### src/rtl/enc_pkg.sv
// ============================================================================
// enc_pkg : shared types, default sizes and MSB-index helper for the encoder.
// Revision: 1.0
// ============================================================================
`default_nettype none

package enc_pkg;

  localparam int W_DEF  = 8;
  localparam int XW_DEF = 3;

  typedef enum logic [0:0] {
    IDLE  = 1'b0,
    DRAIN = 1'b1
  } state_t;

  // Index of the highest set bit; 0 for an all-zero vector.
  function automatic logic [XW_DEF-1:0] msb_index(input logic [W_DEF-1:0] v);
    msb_index = '0;
    for (int i = 0; i < W_DEF; i++) begin
      if (v[i]) msb_index = XW_DEF'(i);
    end
  endfunction

endpackage

`default_nettype wire

### src/rtl/priority_enc8.sv
// ============================================================================
// priority_enc8 : combinational highest-set-bit encoder with any-bit flag.
// Revision: 1.0
// ============================================================================
`default_nettype none

module priority_enc8
  import enc_pkg::*;
#(
  parameter int W = W_DEF
) (
  input  logic [W-1:0]         pending_i,
  output logic [$clog2(W)-1:0] x_o,
  output logic                 any_o
);

  localparam int XW = $clog2(W);

  assign any_o = |pending_i;

  generate
    if (W == W_DEF) begin : g_def
      assign x_o = msb_index(pending_i);
    end else begin : g_gen
      always_comb begin
        x_o = '0;
        for (int i = 0; i < W; i++) begin
          if (pending_i[i]) x_o = XW'(i);
        end
      end
    end
  endgenerate

endmodule

`default_nettype wire

### src/rtl/encoder8_serializer.sv
// ============================================================================
// encoder8_serializer : captures a request vector and emits set-bit indices,
// highest first, over valid/ready. Optional macro: ENC_MULTI_ERR_EN.
// Revision: 1.0
// ============================================================================
`default_nettype none

module encoder8_serializer
  import enc_pkg::*;
#(
  parameter int W = W_DEF
) (
  input  logic                 clk,
  input  logic                 rst,
  input  logic                 en,
  input  logic                 load,
  input  logic [W-1:0]         D,
  output logic [$clog2(W)-1:0] x,
  output logic                 out_valid,
  input  logic                 out_ready,
  output logic                 busy,
`ifdef ENC_MULTI_ERR_EN
  output logic                 multi_err,
`endif
  output logic                 done
);

  localparam int XW = $clog2(W);
  localparam logic [W-1:0] ONE = W'(1);

  state_t         state_q, state_d;
  logic [W-1:0]   pending_q, pending_d;
  logic           done_q, done_d;
  logic [XW-1:0]  w_x;
  logic           w_any;
  logic           w_xfer;
  logic           w_load_acc;

  priority_enc8 #(.W(W)) u_penc (
    .pending_i (pending_q),
    .x_o       (w_x),
    .any_o     (w_any)
  );

  assign busy       = (state_q == DRAIN);
  assign out_valid  = busy && en;
  assign x          = w_x;
  assign done       = done_q;
  assign w_xfer     = out_valid && out_ready;
  assign w_load_acc = en && load && (D != '0) && (state_q == IDLE);

  always_comb begin
    state_d   = state_q;
    pending_d = pending_q;
    done_d    = 1'b0;
    case (state_q)
      IDLE: begin
        if (w_load_acc) begin
          pending_d = D;
          state_d   = DRAIN;
        end
      end
      DRAIN: begin
        if (!w_any) begin
          // Unreachable recovery: never sit in DRAIN with nothing pending.
          state_d = IDLE;
        end else if (w_xfer) begin
          pending_d = pending_q & ~(ONE << w_x);
          if (pending_d == '0) begin
            state_d = IDLE;
            done_d  = 1'b1;
          end
        end
      end
      default: state_d = IDLE;
    endcase
  end

  always_ff @(posedge clk) begin
    if (rst) begin
      state_q   <= IDLE;
      pending_q <= '0;
      done_q    <= 1'b0;
    end else begin
      state_q   <= state_d;
      pending_q <= pending_d;
      done_q    <= done_d;
    end
  end

`ifdef ENC_MULTI_ERR_EN
  logic multi_err_q;

  always_ff @(posedge clk) begin
    if (rst) multi_err_q <= 1'b0;
    else     multi_err_q <= w_load_acc && ((D & (D - ONE)) != '0);
  end

  assign multi_err = multi_err_q;
`endif

endmodule

`default_nettype wire
### config.mk
export PLATFORM = sky130hd
export DESIGN_NAME = encoder8_serializer
export DESIGN_NICKNAME = d
export VERILOG_FILES = /design/src/rtl/enc_pkg.sv /design/src/rtl/priority_enc8.sv /design/src/rtl/encoder8_serializer.sv
export SDC_FILE = /design/constraint.sdc
export NUM_CORES = 1
export LEC_CHECK = 0
export ABC_AREA = 1
export BUFFER_PORTS_ARGS = -buffer_cell sky130_fd_sc_hd__buf_2
export CORE_UTILIZATION = 46
export DETAILED_ROUTE_END_ITERATION = 8
export PLACE_DENSITY_LB_ADDON = 0.12
export SETUP_SLACK_MARGIN = 0.1
export SLEW_MARGIN = 0
export SYNTH_ARGS = -nofsm -noshare
export SYNTH_HDL_FRONTEND = slang
export SYNTH_HIERARCHICAL = 1
export SYNTH_SLANG_ARGS = --single-unit
### constraint.sdc
create_clock -name clk -period 1.6 [get_ports clk]
set_clock_uncertainty 0.1 [all_clocks]
set_input_delay 0.24 -clock clk [delete_from_list [all_inputs] [get_ports clk]]
set_output_delay 0.24 -clock clk [all_outputs]
set_load 0.02 [all_outputs]
==> parameters.txt, run 1 <==
Parameter                              Value

Clock tree
  CTS hold repair buffers ... 0
  Max Root-Sink Buffers ... 2
  Clock buffers created by TritonCTS ... 3
  Clock input transition at the sequential cells of the worst setup and hold paths ... about 80 ps
  Number of sinks handled by clock tree synthesis ... 10
  Root Buffer Master ... clkbuf_4
  Clock latency on the worst-skew pair ... between 200 and 300 ps
  TritonCTS clock tree ... done
  Level count of the clock H-tree ... 1

Finish
  Share of final-layout standard cells stronger than drive strength 1 ... 0.341
  Number of nets in the final layout ... about 190
  Most common library cell in the layout ignoring fill and taps ... nand2_1
  Area overhead of the layout relative to synthesis ... 38.6%
  Final antenna diode count ... 0
  Most frequent cells in the layout ... nand2_1 (46), nand3_1 (20), inv_1 (18)

Timing
  Worst slew margin relative to its limit ... 0.786
  Hold_ws ... ~130 ps
  Fin crit share ... 0.984
  F_max ... about 640 MHz
  Worst Tran Pin Value ... around 320 ps
  Setup-violating endpoint count in the final report ... 0
  Final count of hold timing violations ... 0
  Unrepaired setup endpoints after global routing ... yes
  Minimum period implied by the final worst setup slack ... roughly 1600 ps
  Final Max Tran Viols ... 0

Global routing
  Global-route congestion overflow total ... 0
  Vias in the first global route ... 826
  Pin count of the biggest net entering global routing ... 17
  Global router's overall resource usage ... 0.265
  Number of antenna violations at the first check in global routing ... 0
  Global-route wire length before repair ... about 3600 microns

Synthesis
  Gate count of the mapped netlist ... roughly 150
  Ys Warns ... 6
  Sequential-to-total area share from yosys stat ... 0.253
  Number of synthesized register bits ... 10
  Netlist cell types ... 15
  Synthesized cell area ... just under 800 sq um
  Synthesized net count ... ~160
  Average cell area after synthesis ... around 5.5 sq um

Setup path
  Worst setup EP type ... flop
  Worst Path Arrival ... between 1500 and 2000 ps
  Flop-to-flop setup slack ... roughly 26 ps
  Crit Path Category ... flop to flop
  Required time of the critical path ... between 1500 and 2000 ps
  Maximum net fanout on the critical path ... 4
  Element type at the critical path start ... flop

Power
  Sw power ... approximately 450 uW
  Fraction of power consumed by sequential logic ... 0.290
  Maximum ir drop on the vdd rail ... ~500 uV
  Power per cell area ... slightly below 1000 mW/mm^2
  Int Pwr ... about 600 uW
  Clock Power Share ... 0.227
  Leakage power summed over all cells ... 0.589 nW
  Share of power burned in combinational logic ... 0.482
  Switch share ... 0.423
  Total Power Consumption ... between 1 and 1.5 mW

Placed design
  Detailed Place HPWL ... around 1600 microns
  Placer's final routability congestion estimate ... between 0.9 and 1
  Count of buffers from port buffering ... 18

Die
  Vertical extent of the die ... 43.5 microns
  Starting Density ... 0.507
  Standard-cell rows ... 14
  Placeable core region ... about 0.0016 sq mm
  Number of primary I/O pins ... 19
  Floorplan die area ... around 0.0019 sq mm
  Die width ... roughly 43 microns

Run status
  Violations in the final reports ... DRC
  Status ... complete, but fails checks

Route
  Number of remaining DRC errors ... 2
  Drt total wl ... between 2000 and 2500 microns
  Number of antenna-violating nets in the routed design ... 0
  Total number of vias ... slightly above 1k
  Via density per instance ... ~5.4
  Initial detailed-routing violation count ... 31
  Average wire per cell in the routed design ... ~12 microns
  Number of optimization iterations in the first detailed-route pass ... 6

Flow run
  Max Cap Viol ... 0

Worst hold path
  Worst hold-check path type ... input pin to flop
worst max-delay path, cell delays in order, from the launching register on:
cell and delay, ps:
dfxtp_4 360, nor2_4 160, nand2_2 80, inv_1 170, nand3_1 130, and2_1 180
nor2_2 110, nand3_1 100, nand2_1 70, nand2_1 40
final cells by class:
| cell class | instances | area, sq um |
|---|---|---|
| repair buffers | 27 | 181 |
| multi-input cells | 110 | 557 |
| clock buffers | 4 | 36.3 |
| well taps | 16 | 20.0 |
| flip-flops and latches | 10 | 211 |
| fillers | 144 | 463 |
| inverters | 22 | 90.1 |
state kept, by name, summed over array words and instances (netlist names):
register and flops:
done 1, busy 1, pending_q 8
through the flow:
stage,setup TNS [ps],utilization,instances,instance area (sq um),setup slack [ps]
2_1_floorplan,0,-,145,806,109
3_3_place_gp,0,0.617,184,962,24.7
3_5_place_dp,-10.1,0.617,184,962,-10.1
4_1_cts,0,0.669,189,1040,77.3
5_1_grt,-180,0.703,189,1100,-67.7
6_report,0,0.703,189,1100,26.1
power groups by stage:
stage | Combinational (mW) | Sequential (mW) | Clock (mW)
global route | 0.560 | 0.312 | 0.257
global placement | 0.400 | 0.305 | 0
floorplan | 0.282 | 0.302 | 0
CTS | 0.443 | 0.305 | 0.241
detailed placement | 0.404 | 0.305 | 0
finish | 0.511 | 0.308 | 0.241
synth_stat cells:
library cell,number,share of area
nor3_1,2,0.013
nand3_1,24,0.15
dfxtp_1,10,0.25
nand2_2,1,0.0079
nor2_1,18,0.085
or2_2,1,0.0079
inv_1,21,0.10
buf_4,2,0.019
and2_1,1,0.0079
o21ai_2,1,0.011
inv_2,1,0.0047
nand3_2,2,0.025
buf_6,1,0.014
a21oi_1,9,0.057
nand2_1,51,0.24
final timing paths:
kind                                                start                        end  depth (start not counted)
worst max-delay path            pending_q[6]$_SDFFE_PP0P_            busy$_SDFF_PP0_                          9
worst min-delay path                                  rst            done$_SDFF_PP0_                          4
worst min register to register  pending_q[5]$_SDFFE_PP0P_  pending_q[5]$_SDFFE_PP0P_                          2
worst max register to register  pending_q[6]$_SDFFE_PP0P_            busy$_SDFF_PP0_                          9
cell families after synthesis:
| family | after synthesis | share of synthesized area |
|---|---|---|
| flip-flops | 10 | 0.253 |
| AO/OA/AOI/OAI | 10 | 0.0680 |
| AND/OR/NAND/NOR | 100 | 0.541 |
| buffers and inverters | 25 | 0.138 |
per-layer routing:
metal | up-vias | wire length, microns | GRT usage
met5 | - | 0 | 0
met1 | 456 | 965 | 0.343
li1 | 507 | - | -
met2 | 49 | 1120 | 0.415
met3 | 8 | 151 | 0.0500
met4 | 0 | 67 | 0.150
repair_timing:
item / CTS / global route
setup endpoints to repair: 11 / 14
buffers inserted: 1 / 0
hold endpoints to repair: 0 / 0
pin swaps: 3 / 4
resized for setup: 15 / 15
Note: power is estimated with default switching activity, not from simulation.
==> inputs of run 2 (changes only) <==
- CORE_UTILIZATION: 46 -> 51
- clock period: 1.6 -> 1.46 ns (I/O delays scaled with it)
==> parameters.txt, run 2 (same netlist as run 1, synthesis figures left out) <==
Parameter                              Value

Run status
  Status ... complete, but fails checks
  Violations in the final reports ... setup timing

Global routing
  Vias in the first global route ... 854
  Global router's overall resource usage ... 0.331
  Global-route wire length before repair ... about 3600 microns
  Global-route congestion overflow total ... 0
  Pin count of the biggest net entering global routing ... 17
  Number of antenna violations at the first check in global routing ... 0

Die
  Vertical extent of the die ... approximately 41 microns
  Floorplan die area ... 0.00171 sq mm
  Die width ... between 40 and 50 microns
  Starting Density ... 0.579
  Number of primary I/O pins ... 19
  Standard-cell rows ... 13
  Placeable core region ... between 0.001 and 0.0015 sq mm

Clock tree
  CTS hold repair buffers ... 0
  TritonCTS clock tree ... done
  Clock latency on the worst-skew pair ... between 200 and 300 ps
  Root Buffer Master ... clkbuf_4
  Clock buffers created by TritonCTS ... 3
  Level count of the clock H-tree ... 1
  Number of sinks handled by clock tree synthesis ... 10
  Max Root-Sink Buffers ... 2
  Clock input transition at the sequential cells of the worst setup and hold paths ... around 80 ps

Route
  Average wire per cell in the routed design ... between 10 and 15 microns
  Number of optimization iterations in the first detailed-route pass ... 4
  Drt total wl ... approximately 2500 microns
  Initial detailed-routing violation count ... 52
  Number of remaining DRC errors ... 0
  Number of antenna-violating nets in the routed design ... 0
  Total number of vias ... between 1k and 1.5k
  Via density per instance ... approximately 5.4

Finish
  Share of final-layout standard cells stronger than drive strength 1 ... 0.466
  Number of nets in the final layout ... between 150 and 200
  Final antenna diode count ... 0
  Top register by number of flip-flops ... pending_q
  Area overhead of the layout relative to synthesis ... 50.2%
  Count of placed standard cells in the final layout, fillers left out ... around 190
  Max reg flops ... 8
  Most common library cell in the layout ignoring fill and taps ... nand2_1
  Final Instance Area ... about 0.0012 sq mm
  Most frequent cells in the layout ... nand2_1 (40), nor2_1 (15), buf_2 (15)

Setup path
  Maximum net fanout on the critical path ... 6
  Required time of the critical path ... between 1500 and 2000 ps
  Crit Path Category ... flop to flop
  Worst Reg-to-Reg Cells ... 10
  Element type at the critical path start ... flop
  Worst setup EP type ... flop
  Worst Path Arrival ... roughly 1600 ps

Placed design
  Detailed Place HPWL ... 1700 microns
  Placed cell count ... 184
  Placer's final routability congestion estimate ... ~0.86
  Placed Area ... 0.00102 sq mm
  Count of buffers from port buffering ... 18

Power
  Power per cell area ... ~1100 mW/mm^2
  Maximum ir drop on the vdd rail ... approximately 730 uV
  Leakage power summed over all cells ... just over 0.6 nW

Timing
  Fin crit share ... 1.06
  Final count of hold timing violations ... 0
  F_max ... roughly 650 MHz
  Unrepaired setup endpoints after global routing ... yes
  Worst setup margin ... -83.9 ps
  Worst Tran Pin Value ... 318 ps
  Setup-violating endpoint count in the final report ... 9
  Final Max Tran Viols ... 0
  Worst slew margin relative to its limit ... 0.787
  Minimum period implied by the final worst setup slack ... ~1500 ps

Flow run
  Max Cap Viol ... 0

Worst hold path
  Min-Delay Path Depth ... 4
  Worst hold-check path type ... input pin to flop
[run 2: critical path, cell delays in order (launching register included)]
cell and delay [ps]:
dfxtp_2 350, nor2_4 170, nand2_4 120, inv_4 120
nand3_2 110, nand2_1 100, nand2_1 70, nor2_1 100
nand3_1 100, nand2_1 70, nand2_1 40
[run 2: metrics by stage]
step	total power, mW	hold slack (ps)	TNS (ps)	setup WS [ps]	utilization
global route	1.33	161	-1600	-214	0.869
global placement	0.828	420	-9.31	-9.31	0.745
finish	1.26	138	-318	-83.9	0.869
floorplan	0.706	275	0	33.6	-
CTS	1.17	146	-79.0	-43.0	0.830
detailed placement	0.841	421	-100	-49.7	0.745
[run 2: path summary, 6_finish.rpt]
check	from	endpoint	slack, ps
setup / recovery	pending_q[6]$_SDFFE_PP0P_	busy$_SDFF_PP0_	-80
hold / removal	rst	done$_SDFF_PP0_	140
hold reg to reg	pending_q[2]$_SDFFE_PP0P_	pending_q[2]$_SDFFE_PP0P_	520
setup reg to reg	pending_q[6]$_SDFFE_PP0P_	busy$_SDFF_PP0_	-80
[run 2: cell type report]
cell class,instances,area [sq um]
inverters,22,92.6
fillers,83,179
clock buffers,4,36.3
flip-flops and latches,10,210
well taps,15,18.8
multi-input cells,110,634
repair buffers,30,195
[run 2: where the power goes]
part | switching (mW) | internal [mW] | total (mW) | leakage [nW]
combinational | 0.415 | 0.253 | 0.669 | 0.507
sequential | 0.0275 | 0.302 | 0.330 | 0.0847
clock | 0.107 | 0.151 | 0.258 | 0.0210
[run 2: metal layers]
| metal | global-route usage | part of all wire | up-vias |
|---|---|---|---|
| met5 | 0 | 0 | - |
| met4 | 0.145 | 0.017 | 0 |
| met3 | 0.0691 | 0.056 | 8 |
| met2 | 0.559 | 0.51 | 50 |
| met1 | 0.403 | 0.42 | 458 |
| li1 | - | - | 514 |
[run 2: timing repair]
action                                 CTS  global route
gates cloned                             0             0
pin swaps                                8             4
setup endpoints to repair               13            13
buffers inserted                         3             0
endpoints found under the hold margin    0             0
resized for setup                       17            17
==> inputs of run 3 (changes only) <==
==> constraint.sdc (replaced) <==
create_clock -name clk -period 1.46 [get_ports clk]
set_clock_uncertainty 0.1 [all_clocks]
set_input_delay 0.073 -clock clk [delete_from_list [all_inputs] [get_ports clk]]
set_output_delay 0.073 -clock clk [all_outputs]
set_load 0.02 [all_outputs]
==> parameters.txt, run 3 (same netlist as run 1, synthesis figures left out) <==
Parameter                              Value

Timing
  TNS Setup ... -185 ps
  Minimum period implied by the final worst setup slack ... between 1500 and 2000 ps
  F_max ... between 600 and 700 MHz
  Fin crit share ... 1.07
  Final count of hold timing violations ... 0
  Unrepaired setup endpoints after global routing ... yes
  Worst Tran Pin Value ... 325 ps
  Hold_ws ... about 130 ps
  Worst slew margin relative to its limit ... 0.783
  Final Max Tran Viols ... 0
  Setup-violating endpoint count in the final report ... 4
  Worst setup margin ... -96.6 ps

Global routing
  Global-route congestion overflow total ... 0
  Number of antenna violations at the first check in global routing ... 0
  Pin count of the biggest net entering global routing ... 17
  Vias in the first global route ... ~840
  Global router's overall resource usage ... 0.336
  Global-route wire length before repair ... 3620 microns

Clock tree
  Number of sinks handled by clock tree synthesis ... 10
  Level count of the clock H-tree ... 1
  Clock buffers created by TritonCTS ... 3
  Clock input transition at the sequential cells of the worst setup and hold paths ... approximately 70 ps
  Clock latency on the worst-skew pair ... 270 ps
  Root Buffer Master ... clkbuf_4
  Max Root-Sink Buffers ... 2
  TritonCTS clock tree ... done

Setup path
  Flop-to-flop setup slack ... -100 ps
  Reg-to-Reg Start ... pending_q[6]$_SDFFE_PP0P_
  Required time of the critical path ... approximately 1500 ps
  Worst setup EP type ... flop
  Element type at the critical path start ... flop
  Worst Path Arrival ... ~1600 ps
  Maximum net fanout on the critical path ... 6
  Startpoint of the worst setup timing path ... pending_q[6]$_SDFFE_PP0P_
  Crit Path Category ... flop to flop

Route
  Average wire per cell in the routed design ... 12.6 microns
  Number of optimization iterations in the first detailed-route pass ... 4
  Number of antenna-violating nets in the routed design ... 0
  Drt total wl ... 2390 microns
  Total number of vias ... roughly 1k
  Number of remaining DRC errors ... 0
  Via density per instance ... about 5.3
  Initial detailed-routing violation count ... 40

Worst hold path
  Worst hold-check path type ... input pin to flop
  Hold Crit Start ... out_ready

Power
  Maximum ir drop on the vdd rail ... ~700 uV
  Power per cell area ... between 1000 and 1500 mW/mm^2
  Sw power ... 524 uW
  Share of power burned in combinational logic ... 0.509
  Total Power Consumption ... around 1.2 mW
  Int Pwr ... roughly 670 uW
  Clock Power Share ... 0.216
  Switch share ... 0.439
  Fraction of power consumed by sequential logic ... 0.276
  Leakage power summed over all cells ... between 0.5 and 0.6 nW

Die
  Number of primary I/O pins ... 19
  Die width ... around 41 microns
  Floorplan die area ... 0.00171 sq mm
  Vertical extent of the die ... 41.4 microns
  Standard-cell rows ... 13
  Placeable core region ... 0.00137 sq mm
  Starting Density ... 0.579

Finish
  Number of nets in the final layout ... approximately 190
  Most frequent cells in the layout ... nand2_1 (40), buf_2 (17), nor2_1 (16)
  Count of placed standard cells in the final layout, fillers left out ... approximately 190
  Max reg flops ... 8
  Final antenna diode count ... 0
  Top register by number of flip-flops ... pending_q
  Share of final-layout standard cells stronger than drive strength 1 ... 0.425
  Most common library cell in the layout ignoring fill and taps ... nand2_1
  Area overhead of the layout relative to synthesis ... 45.4%
  # fillers ... 89

Placed design
  Detailed Place HPWL ... between 1500 and 2000 microns
  Placed cell count ... approximately 180
  Count of buffers from port buffering ... 18
  Placer's final routability congestion estimate ... ~0.86

Flow run
  Max Cap Viol ... 0

Run status
  Status ... complete, but fails checks
  Violations in the final reports ... setup timing
[run 3: changes by cell type in the layout (fill, tap and decap cells not counted), sizes merged]
cell / delta
buf: -3
dlygate4sd3: +1
[run 3: stage by stage]
stage / utilization / worst slack [ps] / area [sq um]
3_5_place_dp: 0.745 / -49.7 / 1020
6_report: 0.842 / -96.6 / 1150
3_3_place_gp: 0.745 / -9.31 / 1020
5_1_grt: 0.842 / -180 / 1150
4_1_cts: 0.810 / -41.9 / 1110
2_1_floorplan: - / 33.6 / 868
[run 3: repair_timing]
item,4_1_cts,5_1_grt
endpoints found under the hold margin,1,0
setup buffers,0,0
endpoints found under the setup margin,11,12
hold buffers,1,0
pin swaps,7,4
resized for setup,11,13
[run 3: area by class of cell]
| type | count | area [sq um] | share of cell area |
|---|---|---|---|
| clock buffers | 4 | 36.3 | 0.0316 |
| flip-flops and latches | 10 | 205 | 0.178 |
| inverters | 22 | 92.6 | 0.0805 |
| well taps | 15 | 18.8 | 0.0163 |
| repair buffers | 28 | 174 | 0.151 |
| multi-input cells | 110 | 623 | 0.542 |
[run 3: worst paths after layout]
path                                to  cells after the start
max reg2reg            busy$_SDFF_PP0_                     10
min reg2reg  pending_q[2]$_SDFFE_PP0P_                      3
max                    busy$_SDFF_PP0_                     10
min                    done$_SDFF_PP0_                      5
[run 3: power by group through the flow]
stage | logic (mW) | clock network, mW | registers (mW)
2_1_floorplan | 0.367 | 0 | 0.339
3_3_place_gp | 0.494 | 0 | 0.333
3_5_place_dp | 0.507 | 0 | 0.334
4_1_cts | 0.542 | 0.254 | 0.328
5_1_grt | 0.664 | 0.262 | 0.332
6_report | 0.607 | 0.258 | 0.329
[run 3: critical path: stages (launching register included)]
cell and delay [ps]:
dfxtp_1 350, nor2_4 200, nand2_4 120, inv_4 110, nand3_2 110, nand2_1 100
nand2_1 60, nor2_1 100, nand3_1 100, nand2_1 70, nand2_1 40
[run 3: routing by layer]
metal  GRT usage  wire length (microns)  vias to the layer above
li1            -                      -                      511
met1       0.429                   1040                      437
met2       0.566                   1140                       48
met3      0.0638                    167                       10
met4       0.105                     44                        0
met5           0                      0                        -
